===== src/rtl/regfile_wb_arbiter.sv =====
// regfile_wb_arbiter: shares the register file write port between ALU and load writeback.
// Optional WB_RR_ARB_EN: round-robin grant between contested sources on an empty queue.
module regfile_wb_arbiter #(
  parameter int DEPTH = 4,
  parameter int AW    = 4,
  parameter int DW    = 16
) (
  input  logic                   CLK,
  input  logic                   RST,
  input  logic                   ALU_REQ,
  input  logic [AW-1:0]          ALU_A3,
  input  logic [DW-1:0]          ALU_WD,
  output logic                   ALU_RDY,
  input  logic                   MEM_REQ,
  input  logic [AW-1:0]          MEM_A3,
  input  logic [DW-1:0]          MEM_WD,
  output logic                   MEM_RDY,
  output logic                   WE3,
  output logic [AW-1:0]          A3,
  output logic [DW-1:0]          WD3,
  input  logic [AW-1:0]          A1,
  input  logic [AW-1:0]          A2,
  output logic                   HAZ1,
  output logic                   HAZ2,
  output logic [(1<<AW)-1:0]     PEND,
  output logic [$clog2(DEPTH):0] COUNT
);

  localparam int PW = $clog2(DEPTH);
  localparam int CW = PW + 1;
  localparam logic [CW-1:0] RDY_MAX  = CW'(DEPTH - 2);
  localparam logic [PW-1:0] PTR_LAST = PW'(DEPTH - 1);

  logic [AW-1:0]    q_addr [DEPTH];
  logic [DW-1:0]    q_data [DEPTH];
  logic [DEPTH-1:0] q_vld;
  logic [DEPTH-1:0] vld_nxt;
  logic [PW-1:0]    head;
  logic [PW-1:0]    tail;
  logic [PW-1:0]    tail1;
  logic [CW-1:0]    cnt;

  logic          rdy;
  logic          alu_acc;
  logic          mem_acc;
  logic          q_busy;
  logic          alu_first;
  logic          sel_q;
  logic          sel_mem;
  logic          sel_alu;
  logic          pop;
  logic          iss_v;
  logic [AW-1:0] iss_a;
  logic [DW-1:0] iss_d;
  logic          push_mem;
  logic          push_alu;
  logic          wr0_v;
  logic          wr1_v;
  logic [AW-1:0] wr0_a;
  logic [DW-1:0] wr0_d;
  logic          sh_v;
  logic [AW-1:0] sh_a;

  function automatic logic [PW-1:0] inc(input logic [PW-1:0] p);
    return (p == PTR_LAST) ? '0 : p + 1'b1;
  endfunction

  assign rdy     = (cnt <= RDY_MAX);
  assign ALU_RDY = rdy;
  assign MEM_RDY = rdy;
  assign alu_acc = ALU_REQ & rdy;
  assign mem_acc = MEM_REQ & rdy;
  assign q_busy  = (cnt != '0);
  assign tail1   = inc(tail);
  assign COUNT   = cnt;

`ifdef WB_RR_ARB_EN
  logic rr;
  logic contested;
  assign contested = ~q_busy & mem_acc & alu_acc;
  assign alu_first = contested & rr;
  // Round-robin pointer flips on each contested grant; 0 means MEM first.
  always_ff @(posedge CLK) begin
    if (RST) rr <= 1'b0;
    else if (contested) rr <= ~rr;
  end
`else
  assign alu_first = 1'b0;
`endif

  assign sel_q   = q_busy;
  assign sel_mem = ~q_busy & mem_acc & ~alu_first;
  assign sel_alu = ~q_busy & alu_acc & (~mem_acc | alu_first);

  // Pick the write to issue and which accepted requests fall into the queue.
  always_comb begin
    pop      = 1'b0;
    iss_v    = 1'b0;
    iss_a    = q_addr[head];
    iss_d    = q_data[head];
    push_mem = 1'b0;
    push_alu = 1'b0;
    unique case (1'b1)
      sel_q: begin
        pop      = 1'b1;
        iss_v    = 1'b1;
        push_mem = mem_acc;
        push_alu = alu_acc;
      end
      sel_mem: begin
        iss_v    = 1'b1;
        iss_a    = MEM_A3;
        iss_d    = MEM_WD;
        push_alu = alu_acc;
      end
      sel_alu: begin
        iss_v    = 1'b1;
        iss_a    = ALU_A3;
        iss_d    = ALU_WD;
        push_mem = mem_acc;
      end
      default: ;
    endcase
  end

  assign wr0_v = push_mem | push_alu;
  assign wr1_v = push_mem & push_alu;
  assign wr0_a = push_mem ? MEM_A3 : ALU_A3;
  assign wr0_d = push_mem ? MEM_WD : ALU_WD;

  // Next slot-valid vector: retire the head, claim one or two tail slots.
  always_comb begin
    vld_nxt = q_vld;
    if (pop) vld_nxt[head] = 1'b0;
    if (wr0_v) vld_nxt[tail] = 1'b1;
    if (wr1_v) vld_nxt[tail1] = 1'b1;
  end

  // Queue pointers, occupancy and slot-valid bits.
  always_ff @(posedge CLK) begin
    if (RST) begin
      head  <= '0;
      tail  <= '0;
      cnt   <= '0;
      q_vld <= '0;
    end else begin
      q_vld <= vld_nxt;
      cnt   <= cnt + CW'(wr0_v) + CW'(wr1_v) - CW'(pop);
      if (pop) head <= inc(head);
      if (wr1_v) tail <= inc(tail1);
      else if (wr0_v) tail <= tail1;
    end
  end

  // Queue payload storage; MEM lands ahead of ALU when both are pushed.
  always_ff @(posedge CLK) begin
    if (wr0_v) begin
      q_addr[tail] <= wr0_a;
      q_data[tail] <= wr0_d;
    end
    if (wr1_v) begin
      q_addr[tail1] <= ALU_A3;
      q_data[tail1] <= ALU_WD;
    end
  end

  // Registered write port plus the shadow of last cycle's write.
  always_ff @(posedge CLK) begin
    if (RST) begin
      WE3  <= 1'b0;
      A3   <= '0;
      WD3  <= '0;
      sh_v <= 1'b0;
      sh_a <= '0;
    end else begin
      WE3  <= iss_v;
      sh_v <= WE3;
      sh_a <= A3;
      if (iss_v) begin
        A3  <= iss_a;
        WD3 <= iss_d;
      end
    end
  end

  // Pending mask: queued entries, the write port and the shadow stage.
  always_comb begin
    PEND = '0;
    for (int i = 0; i < DEPTH; i++) begin
      if (q_vld[i]) PEND[q_addr[i]] = 1'b1;
    end
    if (WE3) PEND[A3] = 1'b1;
    if (sh_v) PEND[sh_a] = 1'b1;
  end

  assign HAZ1 = PEND[A1];
  assign HAZ2 = PEND[A2];

endmodule


===== config.mk =====
export PLATFORM = sky130hd
export DESIGN_NAME = regfile_wb_arbiter
export DESIGN_NICKNAME = d
export VERILOG_FILES = /design/src/rtl/regfile_wb_arbiter.sv
export SDC_FILE = /design/constraint.sdc
export NUM_CORES = 1
export LEC_CHECK = 0
export ABC_AREA = 1
export CORE_MARGIN = 2
export CORE_UTILIZATION = 40
export CTS_CLUSTER_SIZE = 20
export DETAILED_ROUTE_END_ITERATION = 16
export PLACE_DENSITY = 0.66
export SLEW_MARGIN = 15
export SYNTH_ARGS = -nofsm -noshare
export SYNTH_HDL_FRONTEND = slang
export SYNTH_SLANG_ARGS = --single-unit

===== constraint.sdc =====
create_clock -name CLK -period 6.38 [get_ports CLK]
set_clock_uncertainty 0.15 [all_clocks]
set_input_delay 1.276 -clock CLK [delete_from_list [all_inputs] [get_ports CLK]]
set_output_delay 1.276 -clock CLK [all_outputs]
set_load 0.03 [all_outputs]

# After elaboration in Yosys (flattened, before gate mapping)
# Memory sizes are Yosys's and may differ from the RTL's. A register that Yosys moved wholly into a read port is not among the register bits.
# Cells that the tools add are included.
dict set report word_totals {
  ram_bits 80
  regBits 37
  in_bits 52
  n_memories 2
  wordCells 125
}
dict set report classes {
  reduce_logical 14
  addsub 6
  n_mux 52
  magnitude_cmp 21
  bitwise_logic 18
  n_eq_ne 3
}
# name depth word_bits rd rd_ports_with_merged_regs write_ports line_no
set memory_table {}
lappend memory_table {q_data 4 16 1 1 2 35} ;# logic [DW-1:0] q_data [DEPTH];
lappend memory_table {q_addr 4 4 5 1 2 34} ;# logic [AW-1:0] q_addr [DEPTH];
# cell count
set op_table {}
lappend op_table {{$mux W16} 7}
lappend op_table {{$or A16 B16 Y16} 5}
lappend op_table {{$lt A4 B5 Y1 const B} 8}
lappend op_table {{$pmux W16 S2} 1}
lappend op_table {{$demux W1 S4} 6}
lappend op_table {{$ge A4 B1 Y1 const B} 6}
lappend op_table {{$mux W1} 19}
lappend op_table {{$mux W2} 9}
lappend op_table {{$mux W4} 4}
lappend op_table {{$logic_and A1 B1 Y1} 9}
lappend op_table {{$lt A2 B3 Y1 const B} 3}
lappend op_table {{$bmux W1 S4} 2}
lappend op_table {{$or A4 B4 Y4} 2}
lappend op_table {{$pmux W4 S2} 1}
lappend op_table {{$add A2 B1 Y2 const B} 3}
lappend op_table {{$add A3 B1 Y3} 2}
lappend op_table {{$and A1 B1 Y1} 6}
lappend op_table {{$demux W1 S2} 3}
lappend op_table {{$eq A2 B2 Y1 const B} 3}
lappend op_table {{$ge A2 B1 Y1 const B} 3}
lappend op_table {{$and A4 B4 Y4} 1}
lappend op_table {{$not A4 Y4} 1}
lappend op_table {{$reduce_or A2 Y1} 2}
lappend op_table {{$le A3 B2 Y1 const B} 1}
lappend op_table {{6 further kinds} 7}

# Depth between registers and ports, before layout
# An unclocked memory read counts as a cell.
dict set report depth {
  word_depth 18
  ltp_mapped 15
}

# Least setup slack after synthesis
# Ideal clock, no wire load.
dict set report synth_timing {
  kind {input-to-output}
  from {input port A2[0]}
  to {output port HAZ2}
  arrival_ns 2.192
  slack_ns 2.762
  path_buffers 1
  cell_stages 7
  t_required_ns 4.954
  path_cell_list {buf_1 -> inv_1 -> nand3_1 -> nand3_1 -> nand3_1 -> nand3_1 -> nand2_1}
}
dict set report synth_via {
  elab_chain_len 2
}
# element line_no
set synth_lines {}
lappend synth_lines {{start, declared} 22} ;# input logic [AW-1:0] A2,
lappend synth_lines {{$bmux W1 S4} 197} ;# assign HAZ2 = PEND[A2];
lappend synth_lines {{$mux W1 (not written as such)} 197}
lappend synth_lines {{end, declared} 24} ;# output logic HAZ2,
# No other way between the ends. The select of a mux whose other input is x is not followed.

# Final worst setup path
# Ends and elaborated chain as after synthesis.

==> out/results.ini <==
[critical_path]
path_class=input port to output pin
r2r_slack_ps=3050
rr_endpoint=WD3[14]
rr_worst_depth=5
start_kind=input port
cp-end-kind=output pin
crit_end=HAZ2
worstSetupStartpoint=A2[0]
required_ps=4950
crit_arrival_ps=3280
critical_path.max_fanout=9

[sta]
whs_ps=317
slew-limit-headroom=0.221
final_hold_viol_count=0
max_freq_mhz=212
post-route-period-util=0.738
slew_violations=0
tightest_slew_ps=1170
rsz0062_at_grt=false
setup-violations-final=0
min_period_ps=4710
finalSetupTns_ps=0

[cells_and_area]
fillCellCount=1855
drive_gt1_frac=0.0473
syn_to_final_growth_pct=20.5
nets=1193
n_antenna_cell=0

[yosys]
yosys_warnings=0
synth_area_leaders=edfxtp_1 32%, nand2_1 14%, dfxtp_1 10%, nor2_1 7.2%, o21ai_1 7.0%
syn_nets=1125
syn_area_mm2=0.00755
syn-mean-instance-area_um2=7.12
yosysSeqAreaShare=0.421
synthCells=1061
synth_top_cell_area_share=0.318
synth_edf_count=80
ys_types=35
yosysTopAreaCell=edfxtp_1
async_reset_ff_frac=0
synthFlopType=edfxtp_1
synth_seq_cells=119

[clock_tree]
root_buffer=clkbuf_16
clkTransAtPathRegs_ps=60
holdBufCountCts=0
clock-sinks=119
cts_tree=yes
postCtsSetupRepairBufs=0
h-tree-depth=4
clockBufferDepth=2
cts_resized=0
insertion_delay_ps=420
cts_made_buffers=17

[global_route]
grt_first_pass_wirelength_um=35900
antenna_found_initial=0
gr-total-overflow=0
grt.total_usage=0.230
grt_pass1_vias=6928
grt_max_degree=44

[run_status]
run_status=completed

[place]
gp_congestion=0.936
io_buffers=95
place_hpwl_um=15900

[floorplanning]
coreArea_mm2=0.0186
ios=96
fp-row-count=50
chipHeight_um=141
initial_core_util=0.405
dieArea_mm2=0.0200
die_x_um=141

[min_path]
hold_class=flip-flop to flip-flop

[routing]
drc=0
drt-total-wl_um=22900
wl_per_cell_um=16.6
drt_first_iter_violations=510
ant_nets=0
firstDrtPassIters=6
routed_via_density=5.30
dr_total_vias=7286

[job]
drv_cap=0

[pwr]
p_per_area_mw_per_mm2=458
leakage_nw=4.07
ir_drop_mv=0.248

-- cell usage after synthesis (2+ instances only) --
| cell type | instances |
|---|---|
| buf_2 | 8 |
| o22ai_1 | 7 |
| clkbuf_1 | 17 |
| o21ai_1 | 105 |
| nand3_1 | 89 |
| buf_4 | 3 |
| buf_1 | 3 |
| nor3_1 | 4 |
| inv_2 | 5 |
| nor2_4 | 2 |
| o21ai_0 | 63 |
| nand2_4 | 7 |
| a21oi_1 | 40 |
| a22oi_1 | 6 |
| nand2_2 | 2 |
| a32oi_1 | 2 |
| inv_1 | 98 |
| dfxtp_1 | 39 |
| fa_1 | 2 |
| ha_1 | 10 |
| nand2_1 | 291 |
| a31oi_1 | 7 |
| nor2_1 | 144 |
| o211ai_1 | 2 |
| edfxtp_1 | 80 |
| buf_6 | 16 |
-- layout make-up --
class / count / area [um^2] / area share
Inverter: 105 / 398 / 0.0437
Sequential cell: 119 / 3180 / 0.350
Clock buffer: 17 / 425 / 0.0467
Tap cell: 234 / 293 / 0.0322
Multi-Input combinational cell: 790 / 3660 / 0.402
Clock inverter: 15 / 190 / 0.0209
Timing Repair Buffer: 96 / 958 / 0.105
-- metal layers --
layer  global-route usage  wire length (um)  vias to the layer above
met3               0.0321              1350                       48
met2                0.409             11500                      289
li1                     -                 -                     3654
met1                0.282              9380                     3295
met4               0.0911               597                        0
met5                    0                 0                        -
-- cell usage in the layout, fill, tap and decap left out, types with 3 or more instances in the layout --
master           Yosys  routed
nor2_1             144     144
edfxtp_1            80      80
inv_2                5       5
o21ai_1            105     105
nand2_1            291     291
dfxtp_1             39      38
clkinvlp_4           0       3
nor3_1               4       4
a22oi_1              6       6
inv_1               98      97
bufinv_16            0       3
o22ai_1              7       7
o21ai_0             63      63
a31oi_1              7       7
a21oi_1             40      40
inv_6                0       6
nand3_1             89      89
nand2_4              7       7
clkbuf_16            0      17
clkdlybuf4s50_1      0      95
ha_1                10      10
-- state kept, by name, indices dropped and copies added (netlist names), named ones only --
| register | cells |
|---|---|
| sh_v | 1 |
| q_vld | 4 |
| COUNT | 3 |
| sh_a | 4 |
| A3 | 4 |
| WD3 | 16 |
| WE3 | 1 |
| q_data | 64 |
| tail | 2 |
| head | 2 |
| q_addr | 16 |
-- critical path: stages --
cell and delay [ps]:
clkdlybuf4s50_1 670, inv_1 230, nand3_1 130, nand3_1 70, nand3_1 100, nand3_1 80, nand2_1 70, clkdlybuf4s50_1 660
-- report_power, final --
group	internal, mW	switching (mW)
Sequential	1.15	0.203
Combinational	0.597	1.22
Clock	0.624	0.378
Total	2.37	1.80
-- stage by stage --
step / std cells / utilization / area [um^2] / worst slack [ps] / power [mW]
after CTS: 1376 / 0.488 / 9100 / 1720 / 4.17
final: 1376 / 0.488 / 9100 / 1670 / 4.17
after global routing: 1376 / 0.488 / 9100 / 1580 / 4.45
after detailed placement: 1344 / 0.455 / 8490 / 1730 / 3.17
after global placement: 1344 / 0.455 / 8490 / 1700 / 3.14
after floorplan: 1061 / - / 7550 / 2760 / 2.58
-- kinds of logic after synthesis --
group	Yosys count	share of synthesized area
DFF	119	0.421
and+or+nand+nor	542	0.297
xor gates and xnor gates	1	0.00116
adders and majority gates	12	0.0219
buffers and inverters	152	0.0947
AOI/OAI and AO/OA	235	0.164
-- worst min-delay path by stage --
stage                       start       to  slack, ps  depth (start not counted)
after floorplan           tail[1]  tail[1]        350                          2
after global placement    WD3[14]  WD3[14]        310                          2
after detailed placement  WD3[14]  WD3[14]        310                          2
after CTS                 WD3[14]  WD3[14]        320                          2
after global routing      WD3[14]  WD3[14]        340                          2
final                     WD3[14]  WD3[14]        320                          2
(Power assumes the default switching activity.)
